### config.mk
export PLATFORM = sky130hd
export DESIGN_NAME = route_out_stage_flat
export DESIGN_NICKNAME = d
export VERILOG_FILES = /design/src/rtl/route_out_stage_if.sv /design/src/rtl/route_out_stage.sv /design/src/flat_wrapper.sv
export SDC_FILE = /design/constraint.sdc
export NUM_CORES = 1
export LEC_CHECK = 0
export CAP_MARGIN = 0
export CORE_UTILIZATION = 58
export DETAILED_ROUTE_END_ITERATION = 12
export PLACE_DENSITY = 0.84
export SYNTH_ARGS = -nofsm -noshare
export SYNTH_HDL_FRONTEND = slang
export SYNTH_SLANG_ARGS = --single-unit
### constraint.sdc
create_clock -name clk -period 6.45 [get_ports clk]
set_input_delay 0.9675 -clock clk [delete_from_list [all_inputs] [get_ports clk]]
set_output_delay 0.9675 -clock clk [all_outputs]
set_load 0.03 [all_outputs]
### src/rtl/route_out_stage_if.sv
`default_nettype none
// ============================================================================
// Module      : route_out_stage_if
// Description : Flit input handshake, three-port output handshake and status
//               bundle for the route output stage.
// Revision    : 1.0 - initial release
// ============================================================================
interface route_out_stage_if #(
  parameter int DATA_W = 30
);
  logic              in_valid;
  logic              in_ready;
  logic [DATA_W-1:0] in_data;
  logic              in_head;
  logic              in_tail;
  logic [2:0]        in_route;
  logic [2:0]        out_valid;
  logic [2:0]        out_ready;
  logic [DATA_W-1:0] out_data;
  logic              out_tail;
  logic              busy;
  logic [7:0]        drop_cnt;
  logic [7:0]        err_cnt;

  // Design side
  modport slave (
    input  in_valid, in_data, in_head, in_tail, in_route, out_ready,
    output in_ready, out_valid, out_data, out_tail, busy, drop_cnt, err_cnt
  );

  // Environment side
  modport master (
    output in_valid, in_data, in_head, in_tail, in_route, out_ready,
    input  in_ready, out_valid, out_data, out_tail, busy, drop_cnt, err_cnt
  );
endinterface
`default_nettype wire

### src/rtl/route_out_stage.sv
`default_nettype none
// ============================================================================
// Module      : route_out_stage
// Description : Output stage of a router. Buffers flits in a small FIFO and
//               steers whole packets to one of three output ports, dropping
//               packets with an invalid route and discarding orphan flits.
// Revision    : 1.0 - initial release
// ============================================================================
module route_out_stage #(
  parameter int DATA_W = 30,
  parameter int DEPTH  = 4
) (
  input  wire logic         clk,
  input  wire logic         rst_n,
  route_out_stage_if.slave  bus
);

  localparam int AW = (DEPTH > 1) ? $clog2(DEPTH) : 1;
  localparam logic [AW:0] FULL_CNT = (AW+1)'(DEPTH);

  localparam logic [1:0] ST_IDLE   = 2'd0;
  localparam logic [1:0] ST_LOCKED = 2'd1;
  localparam logic [1:0] ST_DROP   = 2'd2;

  // FIFO storage (no reset needed: occupancy qualifies every read)
  logic [DATA_W-1:0] mem_data_q  [DEPTH];
  logic              mem_head_q  [DEPTH];
  logic              mem_tail_q  [DEPTH];
  logic [2:0]        mem_route_q [DEPTH];

  logic [AW-1:0] wr_ptr_q, rd_ptr_q;
  logic [AW:0]   count_q,  count_d;
  logic [1:0]    state_q,  state_d;
  logic [2:0]    lock_q,   lock_d;
  logic [7:0]    drop_cnt_q, drop_cnt_d;
  logic [7:0]    err_cnt_q,  err_cnt_d;

  logic       w_push, w_pop, w_empty, w_full;
  logic       w_hd_head, w_hd_tail, w_route_ok;
  logic [2:0] w_hd_route;
  logic [2:0] w_out_valid;
  logic       w_drop_inc, w_err_inc;

  assign w_empty    = (count_q == '0);
  assign w_full     = (count_q == FULL_CNT);
  assign w_push     = bus.in_valid && !w_full;
  assign w_hd_head  = mem_head_q[rd_ptr_q];
  assign w_hd_tail  = mem_tail_q[rd_ptr_q];
  assign w_hd_route = mem_route_q[rd_ptr_q];
  assign w_route_ok = (w_hd_route == 3'b001) || (w_hd_route == 3'b010) ||
                      (w_hd_route == 3'b100);

  // Packet steering: decide port valids, pop, and next FSM/lock/counter events
  always_comb begin
    state_d     = state_q;
    lock_d      = lock_q;
    w_out_valid = 3'b000;
    w_pop       = 1'b0;
    w_drop_inc  = 1'b0;
    w_err_inc   = 1'b0;
    if (!w_empty) begin
      case (state_q)
        ST_IDLE: begin
          if (w_hd_head && w_route_ok) begin
            w_out_valid = w_hd_route;
            w_pop       = |(w_hd_route & bus.out_ready);
            if (w_pop && !w_hd_tail) begin
              state_d = ST_LOCKED;
              lock_d  = w_hd_route;
            end
          end else if (w_hd_head) begin
            w_pop      = 1'b1;
            w_drop_inc = 1'b1;
            if (!w_hd_tail) state_d = ST_DROP;
          end else begin
            w_pop     = 1'b1;
            w_err_inc = 1'b1;
          end
        end
        ST_LOCKED: begin
          w_out_valid = lock_q;
          w_pop       = |(lock_q & bus.out_ready);
          if (w_pop && w_hd_tail) begin
            state_d = ST_IDLE;
            lock_d  = 3'b000;
          end
        end
        ST_DROP: begin
          w_pop = 1'b1;
          if (w_hd_tail) state_d = ST_IDLE;
        end
        default: state_d = ST_IDLE;
      endcase
    end
  end

  // Occupancy and saturating counters next-state
  always_comb begin
    count_d = count_q;
    if (w_push && !w_pop)      count_d = count_q + (AW+1)'(1);
    else if (!w_push && w_pop) count_d = count_q - (AW+1)'(1);
    drop_cnt_d = drop_cnt_q;
    if (w_drop_inc && drop_cnt_q != 8'hFF) drop_cnt_d = drop_cnt_q + 8'd1;
    err_cnt_d = err_cnt_q;
    if (w_err_inc && err_cnt_q != 8'hFF) err_cnt_d = err_cnt_q + 8'd1;
  end

  // FIFO entry write on accepted flit
  always_ff @(posedge clk) begin
    if (w_push) begin
      mem_data_q[wr_ptr_q]  <= bus.in_data;
      mem_head_q[wr_ptr_q]  <= bus.in_head;
      mem_tail_q[wr_ptr_q]  <= bus.in_tail;
      mem_route_q[wr_ptr_q] <= bus.in_route;
    end
  end

  // Control state, pointers and counters with synchronous active-low reset
  always_ff @(posedge clk) begin
    if (!rst_n) begin
      wr_ptr_q   <= '0;
      rd_ptr_q   <= '0;
      count_q    <= '0;
      state_q    <= ST_IDLE;
      lock_q     <= 3'b000;
      drop_cnt_q <= 8'd0;
      err_cnt_q  <= 8'd0;
    end else begin
      if (w_push) wr_ptr_q <= wr_ptr_q + AW'(1);
      if (w_pop)  rd_ptr_q <= rd_ptr_q + AW'(1);
      count_q    <= count_d;
      state_q    <= state_d;
      lock_q     <= lock_d;
      drop_cnt_q <= drop_cnt_d;
      err_cnt_q  <= err_cnt_d;
    end
  end

  assign bus.in_ready  = !w_full;
  assign bus.out_valid = w_out_valid;
  assign bus.out_data  = mem_data_q[rd_ptr_q];
  assign bus.out_tail  = w_hd_tail;
  assign bus.busy      = (state_q != ST_IDLE) || !w_empty;
  assign bus.drop_cnt  = drop_cnt_q;
  assign bus.err_cnt   = err_cnt_q;

endmodule
`default_nettype wire

### src/flat_wrapper.sv
// flat-port wrapper written by rule: the top's interface ports become plain ports
module route_out_stage_flat 
#(
  parameter int DATA_W = 30,
  parameter int DEPTH  = 4
)
  (clk, rst_n, bus_in_valid, bus_in_data, bus_in_head, bus_in_tail, bus_in_route, bus_out_ready, bus_in_ready, bus_out_valid, bus_out_data, bus_out_tail, bus_busy, bus_drop_cnt, bus_err_cnt);
  route_out_stage_if #(.DATA_W(DATA_W)) bus_i ();
  input  wire logic clk;
  input  wire logic rst_n;
  input wire logic [$bits(bus_i.in_valid)-1:0] bus_in_valid;
  input wire logic [$bits(bus_i.in_data)-1:0] bus_in_data;
  input wire logic [$bits(bus_i.in_head)-1:0] bus_in_head;
  input wire logic [$bits(bus_i.in_tail)-1:0] bus_in_tail;
  input wire logic [$bits(bus_i.in_route)-1:0] bus_in_route;
  input wire logic [$bits(bus_i.out_ready)-1:0] bus_out_ready;
  output wire logic [$bits(bus_i.in_ready)-1:0] bus_in_ready;
  output wire logic [$bits(bus_i.out_valid)-1:0] bus_out_valid;
  output wire logic [$bits(bus_i.out_data)-1:0] bus_out_data;
  output wire logic [$bits(bus_i.out_tail)-1:0] bus_out_tail;
  output wire logic [$bits(bus_i.busy)-1:0] bus_busy;
  output wire logic [$bits(bus_i.drop_cnt)-1:0] bus_drop_cnt;
  output wire logic [$bits(bus_i.err_cnt)-1:0] bus_err_cnt;
  assign bus_i.in_valid = bus_in_valid;
  assign bus_i.in_data = bus_in_data;
  assign bus_i.in_head = bus_in_head;
  assign bus_i.in_tail = bus_in_tail;
  assign bus_i.in_route = bus_in_route;
  assign bus_i.out_ready = bus_out_ready;
  assign bus_in_ready = bus_i.in_ready;
  assign bus_out_valid = bus_i.out_valid;
  assign bus_out_data = bus_i.out_data;
  assign bus_out_tail = bus_i.out_tail;
  assign bus_busy = bus_i.busy;
  assign bus_drop_cnt = bus_i.drop_cnt;
  assign bus_err_cnt = bus_i.err_cnt;
  route_out_stage #(.DATA_W(DATA_W), .DEPTH(DEPTH)) u_core (.clk(clk), .rst_n(rst_n), .bus(bus_i));
endmodule
* Yosys cells after proc, flatten, opt, wreduce, memory -nomap -nowiden *
Memory sizes are Yosys's and may differ from the RTL's. A register that Yosys moved wholly into a read port is not among the register bits.
Index checks and enable logic that the tools add are counted.

cells by class
  equal/unequal tests = 15
  $add $sub $neg = 6
  bitwise logic cells = 3
  reduce and logical (&&, ||, !) cells = 25
  multiplexer cells = 37

operators by type and width
  kind                                                  number
  2-to-1 mux 2 bit                                      14
  2-to-1 mux 3 bit                                      7
  adder 8 x 1 -> 8 bit (second input constant)          2
  != test 8 bit (second input constant)                 2
  2-to-1 mux 1 bit                                      12
  one-hot mux 3 bit (2 select lines)                    2
  logical AND 1 bit                                     8
  != test 2 x 1 -> 1 bit (second input constant)        4
  AND 3 bit                                             2
  equality test 3 bit (second input constant)           2
  != test 3 bit (second input constant)                 2
  one-hot mux 2 bit (3 select lines)                    1
  AND reduction 6 bit                                   1
  nonzero test 2 bit                                    3
  OR reduction 3 bit                                    2
  logical NOT 1 bit                                     5
  AND reduction 5 bit                                   1
  adder 2 x 1 -> 2 bit (second input constant)          2
  adder 3 x 1 -> 3 bit (second input constant)          1
  equality test 3 x 1 -> 1 bit (second input constant)  1
  equality test 3 x 2 -> 1 bit (second input constant)  1
  logical NOT 3 bit                                     1
  logical OR 1 bit                                      3
  != test 3 x 1 -> 1 bit (second input constant)        1
  6 further kinds                                       6

word-level totals
  logic and storage cells = 97
  memories kept = 4
  bits in writable memories = 140
  bits in registers = 28
  input bits = 41
  output and inout port bits = 52

memories
  name                words  bits a word  rd ports  clocked after Yosys merged registers in  wr ports  line                   source
  u_core.mem_data_q   4      30           1         1                                        1         route_out_stage.sv:26  logic [DATA_W-1:0] mem_data_q [DEPTH];
  u_core.mem_route_q  4      3            1         1                                        1         route_out_stage.sv:29  logic [2:0] mem_route_q [DEPTH];
  u_core.mem_head_q   4      1            1         1                                        1         route_out_stage.sv:27  logic mem_head_q [DEPTH];
  u_core.mem_tail_q   4      1            1         1                                        1         route_out_stage.sv:28  logic mem_tail_q [DEPTH];

* Longest topological paths before layout *
  depth after elaboration = 10
  gate-level depth with buffers = 11
  depth with buffers taken out = 10

* Worst setup path after synthesis *
OpenSTA, ideal clock, no wires.

  kind = flip-flop to output port
  from = reg with a tool-made name
  to = out bus_out_valid[0]
  arrival = 2262 ps
  setup slack = 3221 ps
  required time = 5483 ps
  cell stages (with the launch flop) = 8
  path buffers = 2
  cells stage by stage = dfxtp_1 > buf_6 > mux4_2 > nor3b_1 > a21o_1 > buf_2 > a32oi_1 > nor2_1

RTL lines
  what           line                source
  end, declared  flat_wrapper.sv:18  output wire logic [$bits(bus_i.out_valid)-1:0] bus_out_valid;

==> reports/metrics.csv <==
metric;value;unit
status;finished clean;
worstMarginPinSlew;0.947;ns
cpMaxStageDelayCell;clkdlybuf4s50_1;
finalMaxSlewViolations;0;
start_util;60.8;%
cts_sinks;170;
yosysSeqAreaShare;71.6;%
whs_path_depth;2;
drt_iter0_drc;489;
min-delay-start;u_core.bus.drop_cnt[6];
layout.nets;528;
viasPerCell;6.10;
mostFrequentLayoutCell;edfxtp_1;
endpoint_kind;output port;
antenna_found_initial;1;
htreeDepth;4;
grt_first_pass_wirelength;20300;um
ant_nets;0;
critPathMaxFanout;23;
place_hpwl;7930;um
core_region_area;11000;um^2
root_buffer;clkbuf_16;
hold_path_class;reg2reg;
drt_wl_total;13000;um
wl_per_cell;20.6;um
finalSetupViolCount;0;
ys_ff_latch;170;
final_cell_mix;edfxtp_1 (140), clkdlybuf4s50_1 (92), mux4_2 (35);
grt_max_degree;36;
maxCapViolations;0;
finalCriticalPeriod;4.79;ns
holdWs;0.498;ns
cts-resized-gates;0;
cp.arrival;3.83;ns
ir_drop;0.000311;V
cts_tree;built;
synth.avg_cell_area;17.6;um^2
fin_util;75.3;%
synth-edff-count;140;
fillCellCount;633;
r2r_end;u_core.count_q[2];
grt_overflow;0;
slowest_delay;0.69;ns
slew_headroom;36.8;%
ys_types;50;
ctsHoldBuffers;0;
fp-row-count;38;
area_growth;23.9;%
skew;0.00800;ns
clock_latency;0.43;ns
finalHoldViolCount;0;
pin_count;93;
synth_fp_nets;431;
synthCells;382;
netlist_area;6710;um^2
ys_async_sr_fraction;0;%
crit_chain;buf_4 -> mux4_2 -> nor3b_1 -> a21o_1 -> a32oi_1 -> nor2_1 -> clkdlybuf4s50_1;
worst-setup-path-type;reg2out;
postCtsSetupRepairBufs;0;
cp-start-kind;flop;
cts_buffer_depth;2;
ys.flop_type;edfxtp_1;
yosysWarnings;0;
clock.fmax;0.209;GHz
grt_usage;24.0;%
path_clk_slew;0.06;ns
worstHoldEndpoint;u_core.bus.drop_cnt[6];
grt_pass1_vias;3993;
rsz0062_at_grt;false;
drc;0;
regArea;4810;um^2
min_period_over_period;74.3;%
fp.dieW;110;um
io_buffers;92;
multi_input_area;1800;um^2
leakagePower;2.72;nW
vias;3849;
worstPathRequired;5.48;ns
die_h;110;um
drive_gt1_share;15.1;%
powerDensity;421;nW/um^2
fin_total_pwr;3.50;mW
cts_buffers;17;
ff2ff_path_depth;11;
routabilityCongestion;0.829;
dr.pass1.iters;5;
fin_tns_setup;0;ns
dieArea;12000;um^2
r2r_slack;2.22;ns
-- cell usage after synthesis (3+ instances only) --
cell / n / area share [%]
mux2i_1: 4 / 0.60
clkbuf_1: 10 / 0.56
nand4_1: 5 / 0.47
mux4_2: 35 / 12
xor2_1: 6 / 0.78
nand2b_1: 3 / 0.28
nor3_1: 3 / 0.22
o21ai_0: 9 / 0.67
edfxtp_1: 140 / 63
nor2_1: 12 / 0.67
nand3_1: 10 / 0.75
or4_1: 3 / 0.34
o31ai_1: 4 / 0.45
and2_1: 7 / 0.65
buf_1: 3 / 0.17
nor4_1: 3 / 0.28
a32o_1: 3 / 0.45
ha_1: 7 / 1.3
and3_1: 7 / 0.65
dfxtp_1: 30 / 9.0
or3_1: 6 / 0.56
a21oi_1: 13 / 0.97
inv_1: 8 / 0.45
or2_2: 3 / 0.28
xnor2_1: 4 / 0.52
nand2_1: 15 / 0.84
-- logic make-up (layout without fill, tap and decap cells) --
logic type | after synthesis | in the layout | synth area share, %
simple gates | 83 | 83 | 6.75
other cells | 0 | 1 | 0
xor+xnor | 10 | 10 | 1.31
fa+ha+maj | 8 | 8 | 1.60
mux | 39 | 39 | 12.4
buf+inv | 25 | 133 | 1.53
compound gates | 47 | 47 | 4.81
flops | 170 | 170 | 71.6
-- layout make-up --
type                    instances  area share [%]
diodes                          1          0.0301
clock buffers                  19            5.21
clock inverters                11            1.46
inverters                      10           0.452
multi-input cells             187            21.7
flip-flops and latches        170            57.9
well taps                     140            2.11
repair buffers                 93            11.2
-- metal layers --
metal  share of wire (%)  wire (um)  global-route usage, %
met3                 6.6        854                   7.94
met1                  40       5180                   29.2
met4                 1.7        219                   9.62
met2                  52       6720                   39.9
met5                   0          0                      0
-- worst max-delay path: cells and delay by family (launching register included) --
kind                   cells  cell delay (ns)
AOI/OAI and AO/OA          2             0.60
DFF                        1             0.64
muxes                      1             0.38
and+or+nand+nor            2             0.59
buffers and inverters      2             1.19
-- registers in the layout, summed over array words and instances, names as in the netlist, named ones only --
| signal | cells |
|---|---|
| u_core.mem_tail_q | 4 |
| u_core.mem_head_q | 4 |
| u_core.mem_route_q | 12 |
| u_core.bus.err_cnt | 8 |
| u_core.mem_data_q | 120 |
| u_core.bus.drop_cnt | 8 |
| u_core.state_q | 2 |
| u_core.wr_ptr_q | 2 |
| u_core.count_q | 3 |
| u_core.rd_ptr_q | 2 |
| u_core.lock_q | 3 |
-- through the flow --
| step | instances | area, um^2 | setup slack (ns) |
|---|---|---|---|
| 6_report | 631 | 8310 | 1.66 |
| 5_1_grt | 630 | 8310 | 1.36 |
| 4_1_cts | 630 | 8310 | 1.62 |
| 3_5_place_dp | 600 | 7750 | 2.09 |
| 3_3_place_gp | 600 | 7750 | 2.26 |
| 2_1_floorplan | 382 | 6710 | 3.22 |
-- worst max-delay path by stage --
stage	slack, ns	end	start
global placement	2.26	bus_out_valid[2]	flop
CTS	1.62	bus_out_valid[2]	flop
finish	1.66	bus_out_valid[2]	flop
global route	1.36	bus_out_valid[2]	flop
floorplan	3.22	bus_out_valid[0]	flop
detailed placement	2.09	bus_out_valid[2]	flop
-- power breakdown --
group	switching [mW]	internal, mW	leakage, nW
Sequential	0.0969	1.32	1.53
Combinational	0.634	0.478	0.921
Clock	0.404	0.566	0.272
Total	1.14	2.36	2.72
Power figures use the tool's default switching activity.
